<file path="config.mk">
export PLATFORM = sky130hd
export DESIGN_NAME = config_chain_loader
export DESIGN_NICKNAME = d
export VERILOG_FILES = /design/src/rtl/config_chain_loader.sv
export SDC_FILE = /design/constraint.sdc
export NUM_CORES = 1
export LEC_CHECK = 0
export BUFFER_PORTS_ARGS = -buffer_cell sky130_fd_sc_hd__buf_4
export CAP_MARGIN = 20
export CORE_ASPECT_RATIO = 1.5
export CORE_UTILIZATION = 52
export CTS_CLUSTER_SIZE = 40
export DETAILED_ROUTE_END_ITERATION = 16
export PLACE_DENSITY = 0.74
export SLEW_MARGIN = 20
export SYNTH_ARGS = -nofsm -noshare
export SYNTH_HDL_FRONTEND = slang
export SYNTH_SLANG_ARGS = --single-unit
</file>
<file path="constraint.sdc">
create_clock -name configClk -period 4.3 [get_ports configClk]
set_clock_uncertainty 0.2 [all_clocks]
set_input_delay 0.215 -clock configClk [delete_from_list [all_inputs] [get_ports configClk]]
set_output_delay 0.215 -clock configClk [all_outputs]
set_load 0.1 [all_outputs]
</file>
<file path="src/rtl/config_chain_loader.sv">
// Streams a configuration image into the serial shift chain MSB-first while
// capturing the chain's previous contents into a readback word stream.
module config_chain_loader #(
   parameter int NBITS  = 5775,
   parameter int WORD_W = 32
) (
   input  logic              configClk,
   input  logic              configRst,
   input  logic              start,
   input  logic              abort,
   input  logic [WORD_W-1:0] wrData,
   input  logic              wrValid,
   output logic              wrReady,
   output logic [WORD_W-1:0] rdData,
   output logic              rdValid,
   input  logic              rdReady,
   output logic              chainIn,
   output logic              chainShiftEn,
   input  logic              chainOut,
   output logic              busy,
   output logic              done,
   output logic              aborted,
   output logic [1:0]        dbgState
);
   localparam int NWORDS = (NBITS + WORD_W - 1) / WORD_W;
   localparam int PAD    = NWORDS * WORD_W - NBITS;
   localparam int BCW    = $clog2(NBITS + 1);
   localparam int WCW    = $clog2(NWORDS + 1);
   localparam int XCW    = $clog2(WORD_W + 1);

   typedef enum logic [1:0] {IDLE = 2'd0, SHIFT = 2'd1, DRAIN = 2'd2, DONE = 2'd3} stateT;

   // Handshakes: a word moves on wrValid && wrReady / rdValid && rdReady at the
   // clock edge; a producer holds valid and data stable until its ready is seen.
   stateT state, stateNext;

   logic [WORD_W-1:0] txReg, rxReg;
   logic [XCW-1:0]    txCnt, rxCnt;
   logic [BCW-1:0]    bitCnt;
   logic [WCW-1:0]    wordCnt;
   logic              abortNow, rxFull, shiftNow, wrTake, rdTake, rxMove;

   assign abortNow     = abort && (state == SHIFT || state == DRAIN);
   assign rxFull       = (rxCnt == XCW'(WORD_W));
   assign shiftNow     = (state == SHIFT) && !abortNow && (txCnt != '0) && !(rxFull && rdValid);
   assign wrReady      = (state == SHIFT) && !abortNow && (wordCnt < WCW'(NWORDS)) &&
                         ((txCnt == '0) || (txCnt == XCW'(1) && shiftNow));
   assign wrTake       = wrValid && wrReady;
   assign rdTake       = rdValid && rdReady;
   assign busy         = (state == SHIFT) || (state == DRAIN);
   // The captured word leaves rx when the holding register is free or being read now.
   assign rxMove       = busy && !abortNow && rxFull && (!rdValid || rdTake);
   assign chainShiftEn = shiftNow;
   assign chainIn      = shiftNow && txReg[WORD_W-1];
   assign done         = (state == DONE);
   assign dbgState     = state;

   always_ff @(posedge configClk or negedge configRst) begin
      if (!configRst) state <= IDLE;
      else            state <= stateNext;
   end

   always_comb begin
      stateNext = state;
      unique case (state)
         IDLE:    if (start) stateNext = SHIFT;
         SHIFT:   if (abortNow) stateNext = IDLE;
                  else if (bitCnt == BCW'(NBITS)) stateNext = DRAIN;
         DRAIN:   if (abortNow) stateNext = IDLE;
                  else if (rxCnt == '0 && rdTake) stateNext = DONE;
         DONE:    stateNext = IDLE;
         default: stateNext = IDLE;
      endcase
   end

   always_ff @(posedge configClk or negedge configRst) begin
      if (!configRst) begin
         txReg   <= '0;
         txCnt   <= '0;
         rxReg   <= '0;
         rxCnt   <= '0;
         bitCnt  <= '0;
         wordCnt <= '0;
         rdData  <= '0;
         rdValid <= 1'b0;
         aborted <= 1'b0;
      end else begin
         aborted <= abortNow;
         if (state == IDLE && start) begin
            // rx is pre-filled with PAD zero bits so the first readback word is right-aligned.
            txCnt   <= '0;
            rxReg   <= '0;
            rxCnt   <= XCW'(PAD);
            bitCnt  <= '0;
            wordCnt <= '0;
            rdValid <= 1'b0;
         end else if (abortNow) begin
            txCnt   <= '0;
            rxCnt   <= '0;
            rdValid <= 1'b0;
         end else begin
            if (wrTake) begin
               wordCnt <= wordCnt + WCW'(1);
               if (wordCnt == '0) begin
                  txReg <= wrData << PAD;
                  txCnt <= XCW'(WORD_W - PAD);
               end else begin
                  txReg <= wrData;
                  txCnt <= XCW'(WORD_W);
               end
            end else if (shiftNow) begin
               txReg <= txReg << 1;
               txCnt <= txCnt - XCW'(1);
            end

            if (shiftNow) begin
               bitCnt <= bitCnt + BCW'(1);
               rxReg  <= {rxReg[WORD_W-2:0], chainOut};
            end

            if (rxMove && shiftNow) rxCnt <= XCW'(1);
            else if (rxMove)        rxCnt <= '0;
            else if (shiftNow)      rxCnt <= rxCnt + XCW'(1);

            if (rxMove) begin
               rdData  <= rxReg;
               rdValid <= 1'b1;
            end else if (rdTake) begin
               rdValid <= 1'b0;
            end
         end
      end
   end
endmodule

</file>
==> flow_summary.toml, run 1 <==
[status]
status = "completed"

[worst_setup_path]
r2r_slack_ns = 1.09
slowest_stage = "inv_2"
required_ns = 3.88
crit_chain = "inv_1 > ha_1 > nand2b_1 > a31oi_1 > nand2b_1 > inv_2 > buf_4 > buf_4"
cp.arrival_ns = 2.95
cp-end-kind = "primary output"
path_class = "reg -> out"
start_kind = "flip-flop"
worstReg2RegStart = "dbgState[1]"
path_max_fanout = 26
rr_worst_depth = 8
r2r_end = "txReg[31]"
slowest_delay_ns = 0.49

[timing]
period_minus_slack_ns = 3.37
worst_slew_pin_slew_ns = 0.880
tns_ns = 0
slew_headroom_pct = 41.3
rsz0062_at_grt = "no"
drv_slew = 0
hold_violations = 0
fmax_ghz = 0.297
fin_crit_sh_pct = 78.3
setup_viol = 0

[yosys]
async_reset_ff_share_pct = 100
synth_cell_types = 51
yosys_warnings = 0
synth.net_count = 669
ys_ff_latch = 133
netlist_area_um2 = 6540
synth_edf_count = 0
ys_seq_area_share_pct = 50.9
syn_inst = 618
synth_top_flop_cell = "dfrtp_1"
syn_avg_cell_area_um2 = 10.6

[min_path]
hp-class = "in -> reg"
hold_path_depth = 4
worst_hold_path.endpoint = "txReg[16]"
hold_path.startpoint = "wrData[16]"

[floorplanning]
start_util_pct = 53.8
die-area_um2 = 13000
row_count = 49
fp.dieH_um = 139
die_w_um = 93.5
core_area_um2 = 12100
io_pins = 80

[clocking]
clock-sinks = 133
cts_setup_buffers = 0
cts_made_buffers = 17
hold_buffers = 20
path_clk_slew_ns = 0.06
htree_levels = 4
clock_latency_ns = 0.42
cts_resized = 0
cts_tree = "done"
clockRootBuffer = "clkbuf_16"
max-clock-path-buffers = 2

[power_and_ir_drop]
p_leak_uw = 0.00367
p_per_area_nw_per_um2 = 592
irDropWorstVdd_mv = 0.343

[place]
dp_cells = 827
place_congestion = 0.845
dp_hpwl_mm = 9.38
port_buffers = 79

[drt]
vias_per_cell = 5.56
drtIter0Drc = 187
drtPass1Iterations = 4
vias = 4889
totalWireLength_mm = 14.0
wl_per_cell_um = 15.9
drcViolationCount = 0
antenna_left = 0

[global_route]
overflow = 0
grt_pass1_wl_mm = 23.9
grt_pass1_vias = 5101
grt_max_degree = 69
antenna_found_initial = 0
grt_use_total_pct = 23.3

[flow_run]
maxCapViolCount = 0

[finish]
final_cells = 879
drive_gt1_share_pct = 25.9
fill_cells = 930
diodes = 0
nets = 764
syn_to_final_growth_pct = 22.5
-- cells by family (layout without fill, tap and decap cells) --
family,count (synthesis),count (layout),synth area share [%]
flip-flops,133,133,50.9
buffers and inverters,77,185,5.44
AO/OA/AOI/OAI,89,89,7.94
multiplexers,105,105,17.3
adder cells (fa/ha/maj),12,12,2.30
AND/OR/NAND/NOR,186,186,14.0
XOR/XNOR,16,16,2.14
-- synthesized netlist by cell type (2+ instances only) --
library cell  instances  area share [%]
a21oi_1              48             3.7
a31oi_1              18             1.7
a41o_1                2            0.31
and2_1                2            0.19
and3_1                2            0.19
buf_2                 8            0.61
buf_4                 7            0.80
buf_6                 4            0.69
clkbuf_1             15            0.86
dfrtp_1             133              51
ha_1                 12             2.3
inv_1                42             2.4
mux2_1                4            0.69
mux2_2               52             9.0
mux2_4                2            0.46
mux2i_1              47             7.2
nand2_1              96             5.5
nand2b_1              6            0.57
nand3_1              13             1.0
nand4_1               3            0.29
nand4b_1              2            0.27
nor2_1               22             1.3
nor2b_1               3            0.29
nor3_1                7            0.54
nor3b_1               3            0.34
nor4_1                6            0.57
nor4b_1               2            0.27
o21ai_0               6            0.46
o22ai_1               3            0.29
o31ai_1               4            0.46
or2_2                 2            0.19
or3_1                 7            0.67
or4_1                 3            0.34
xnor2_1              14             1.9
xor2_1                2            0.27
-- worst max path at each step --
stage	start	to	slack (ns)	depth (start not counted)
final	dbgState[1]	chainShiftEn	0.93	8
after global routing	dbgState[1]	chainShiftEn	0.70	8
after CTS	dbgState[1]	chainShiftEn	0.90	8
after detailed placement	dbgState[1]	txReg[31]	1.06	8
after global placement	dbgState[1]	txReg[31]	1.21	8
after floorplan	dbgState[0]	chainIn	0.13	8
-- per-stage QoR --
| stage | hold slack, ns | total power, uW | instance area (um^2) | util [%] | worst slack [ns] |
|---|---|---|---|---|---|
| 2_1_floorplan | -0.281 | 2940 | 6540 | - | 0.131 |
| 3_3_place_gp | 0.176 | 3260 | 7220 | 59.5 | 1.21 |
| 3_5_place_dp | 0.187 | 3320 | 7220 | 59.5 | 1.06 |
| 4_1_cts | 0.0164 | 4780 | 8010 | 65.9 | 0.899 |
| 5_1_grt | 0.0354 | 5010 | 8010 | 65.9 | 0.699 |
| 6_report | 0.0289 | 4740 | 8010 | 65.9 | 0.931 |
-- critical path: cells and delay by family (launching register included) --
family,cells,cell delay [ns]
buffers and inverters,4,1.26
AND/OR/NAND/NOR,2,0.46
flip-flops,1,0.41
AO/OA/AOI/OAI,1,0.22
adder cells (fa/ha/maj),1,0.18
-- layout make-up --
class	count	area, um^2	area share [%]
multi-input cells	408	2860	35.8
clock buffers	18	429	5.36
clock inverters	14	155	1.94
repair buffers	110	876	10.9
well taps	153	191	2.39
flip-flops and latches	133	3330	41.6
inverters	43	161	2.02
-- where the power goes --
part	internal [uW]	total [uW]	switching [uW]	leakage, uW
clock	859	1420	563	0.000274
combinational	632	1730	1100	0.00165
sequential	1460	1580	128	0.00175
-- cell usage in the layout (no fill, tap or decap), types with 6 or more instances in the layout --
| cell type | netlist | routed |
|---|---|---|
| mux2i_1 | 47 | 47 |
| xnor2_1 | 14 | 14 |
| ha_1 | 12 | 12 |
| dlygate4sd3_1 | 0 | 20 |
| clkbuf_16 | 0 | 17 |
| nand2_1 | 96 | 96 |
| nor4_1 | 6 | 6 |
| mux2_2 | 52 | 52 |
| nor3_1 | 7 | 7 |
| nand3_1 | 13 | 13 |
| nor2_1 | 22 | 21 |
| inv_1 | 42 | 42 |
| o21ai_0 | 6 | 6 |
| dfrtp_1 | 133 | 133 |
| nand2b_1 | 6 | 6 |
| a31oi_1 | 18 | 18 |
| a21oi_1 | 48 | 48 |
| buf_4 | 7 | 90 |
| or3_1 | 7 | 7 |
-- layer usage --
metal  track usage [%]  part of all wire, %
met1              25.7                   39
met4              9.07                  1.9
met5                 0                    0
met2              43.5                   56
met3              3.99                  3.4
-- sequential cells by signal, summed over array words and instances (netlist names) --
register  count
txReg        32
rdData       32
aborted       1
rxReg        32
wordCnt       8
bitCnt       13
rxCnt         6
dbgState      2
txCnt         6
rdValid       1
Note: power is estimated with default switching activity, not from simulation.
==> inputs of run 2 (changes only) <==
- PLACE_DENSITY: 0.74 -> 0.76
- clock period: 4.3 -> 3 ns (I/O delays scaled with it)
==> flow_summary.toml, run 2 (synthesis gave the netlist of run 1 again) <==
[place]
dp_cells = 837
place_congestion = 0.839
pre_cts_slack_ns = 0.380
port_buffers = 79
dp_hpwl_mm = 9.75

[drt]
wl_per_cell_um = 16.1
drtIter0Drc = 219
antenna_left = 0
vias_per_cell = 5.61
drtPass1Iterations = 6
totalWireLength_mm = 14.5
drcViolationCount = 0
vias = 5062

[timing]
rsz0062_at_grt = "no"
fin_crit_sh_pct = 95.2
hold_violations = 0
slew_headroom_pct = 54.6
period_minus_slack_ns = 2.86
drv_slew = 0
worst_slew_pin_slew_ns = 0.681
setup_viol = 0
tns_ns = 0
fin_ws_ns = 0.143
fmax_ghz = 0.350

[clocking]
htree_levels = 4
path_clk_slew_ns = 0.06
clock_latency_ns = 0.41
cts_tree = "done"
clock-sinks = 133
clockRootBuffer = "clkbuf_16"
cts_made_buffers = 17
max-clock-path-buffers = 2
cts_setup_buffers = 0

[worst_setup_path]
worstReg2RegStart = "txCnt[0]"
required_ns = 2.65
path_max_fanout = 18
path_class = "reg -> out"
r2r_end = "txReg[3]"
rr_worst_depth = 8
crit_start = "dbgState[1]"
cp.depth = 9
r2r_slack_ns = 0.33
cp_top_family = "buffers and inverters"
start_kind = "flip-flop"
crit_buf_inv = 4
slowest_stage = "dfrtp_2"
endpoint = "chainIn"
slowest_delay_ns = 0.42
crit_chain = "inv_1 > ha_1 > nand2b_1 > buf_4 > a31oi_1 > nand2b_1 > inv_4 > and2_4 > buf_4"
cp.arrival_ns = 2.51
cp-end-kind = "primary output"

[finish]
nets = 788
final_cells = 903
top_regs = "rdData (32), rxReg (32), txReg (32)"
fill_cells = 854
final_common_cell = "dfrtp_1"
syn_to_final_growth_pct = 26.7
drive_gt1_share_pct = 27.1
final_util_pct = 68.2
diodes = 0
most-common-layout-cells = "131 x dfrtp_1, 96 x nand2_1, 96 x buf_4, 52 x mux2_2, 48 x a21oi_1"

[floorplanning]
core_area_um2 = 12100
start_util_pct = 53.8
row_count = 49
fp.dieH_um = 139
die-area_um2 = 13000
io_pins = 80
die_w_um = 93.5

[power_and_ir_drop]
irDropWorstVdd_mv = 0.487
sw_frac_of_total_pct = 37.7
p_leak_uw = 0.00380
p_per_area_nw_per_um2 = 842
p_comb_share_pct = 37.7
p_sw_uw = 2630
internal_power_uw = 4340
clkPwrFrac_pct = 29.6
power_frac_seq_pct = 32.7

[global_route]
overflow = 0
grt_use_total_pct = 23.4
grt_pass1_vias = 5084
antenna_found_initial = 0
grt_pass1_wl_mm = 24.2
grt_max_degree = 54

[flow_run]
maxCapViolCount = 0

[status]
status = "completed"

[min_path]
hp-class = "in -> reg"
[run 2: timing repair]
| item | CTS | global route |
|---|---|---|
| hold endpoints to repair | 81 | 0 |
| endpoints found under the setup margin | 0 | 1 |
| resized for setup | 0 | 2 |
| hold buffers | 34 | 0 |
[run 2: worst min-delay path, stage by stage]
cell and delay (ns):
buf_4 0.08, mux2_2 0.13, mux2i_1 0.07, mux2i_1 0.14
[run 2: layer usage]
layer	GRT usage, %	wire [um]
met4	8.58	274
met3	4.86	561
met5	0	0
met2	41.6	7830
met1	27.4	5880
[run 2: worst min path at each step]
| stage | from | cells after the start | endpoint | slack [ns] |
|---|---|---|---|---|
| floorplan | configRst | 0 | aborted | -0.35 |
| global placement | configRst | 1 | rdData[31] | 0.02 |
| detailed placement | configRst | 1 | rxReg[31] | 0.03 |
| CTS | wrData[24] | 4 | txReg[24] | 0.002 |
| global route | wrData[24] | 4 | txReg[24] | 0.05 |
| finish | wrData[24] | 4 | txReg[24] | 0.002 |
[run 2: power groups by stage]
stage | clock, uW | sequential [uW] | combinational, uW
final | 2060 | 2280 | 2630
after global routing | 2170 | 2310 | 2840
after CTS | 2080 | 2270 | 2630
after detailed placement | 0 | 2300 | 2580
after global placement | 0 | 2290 | 2480
after floorplan | 0 | 2370 | 1860
[run 2: final cells by class]
type,instances,area [um^2],area share (%)
sequential,133,3330,40.2
clock inverter,14,149,1.80
clock buffer,18,439,5.30
inverter,43,164,1.98
timing repair buffer,134,1140,13.8
tap,153,191,2.31
multi-input combinational,408,2870,34.6
[run 2: per-stage QoR]
step           total power [uW]  hold WS, ns  cell area [um^2]
4_1_cts                    6980      0.00187              8280
5_1_grt                    7310       0.0529              8280
2_1_floorplan              4230       -0.346              6550
6_report                   6970      0.00207              8280
3_3_place_gp               4770       0.0204              7350
3_5_place_dp               4880       0.0261              7350
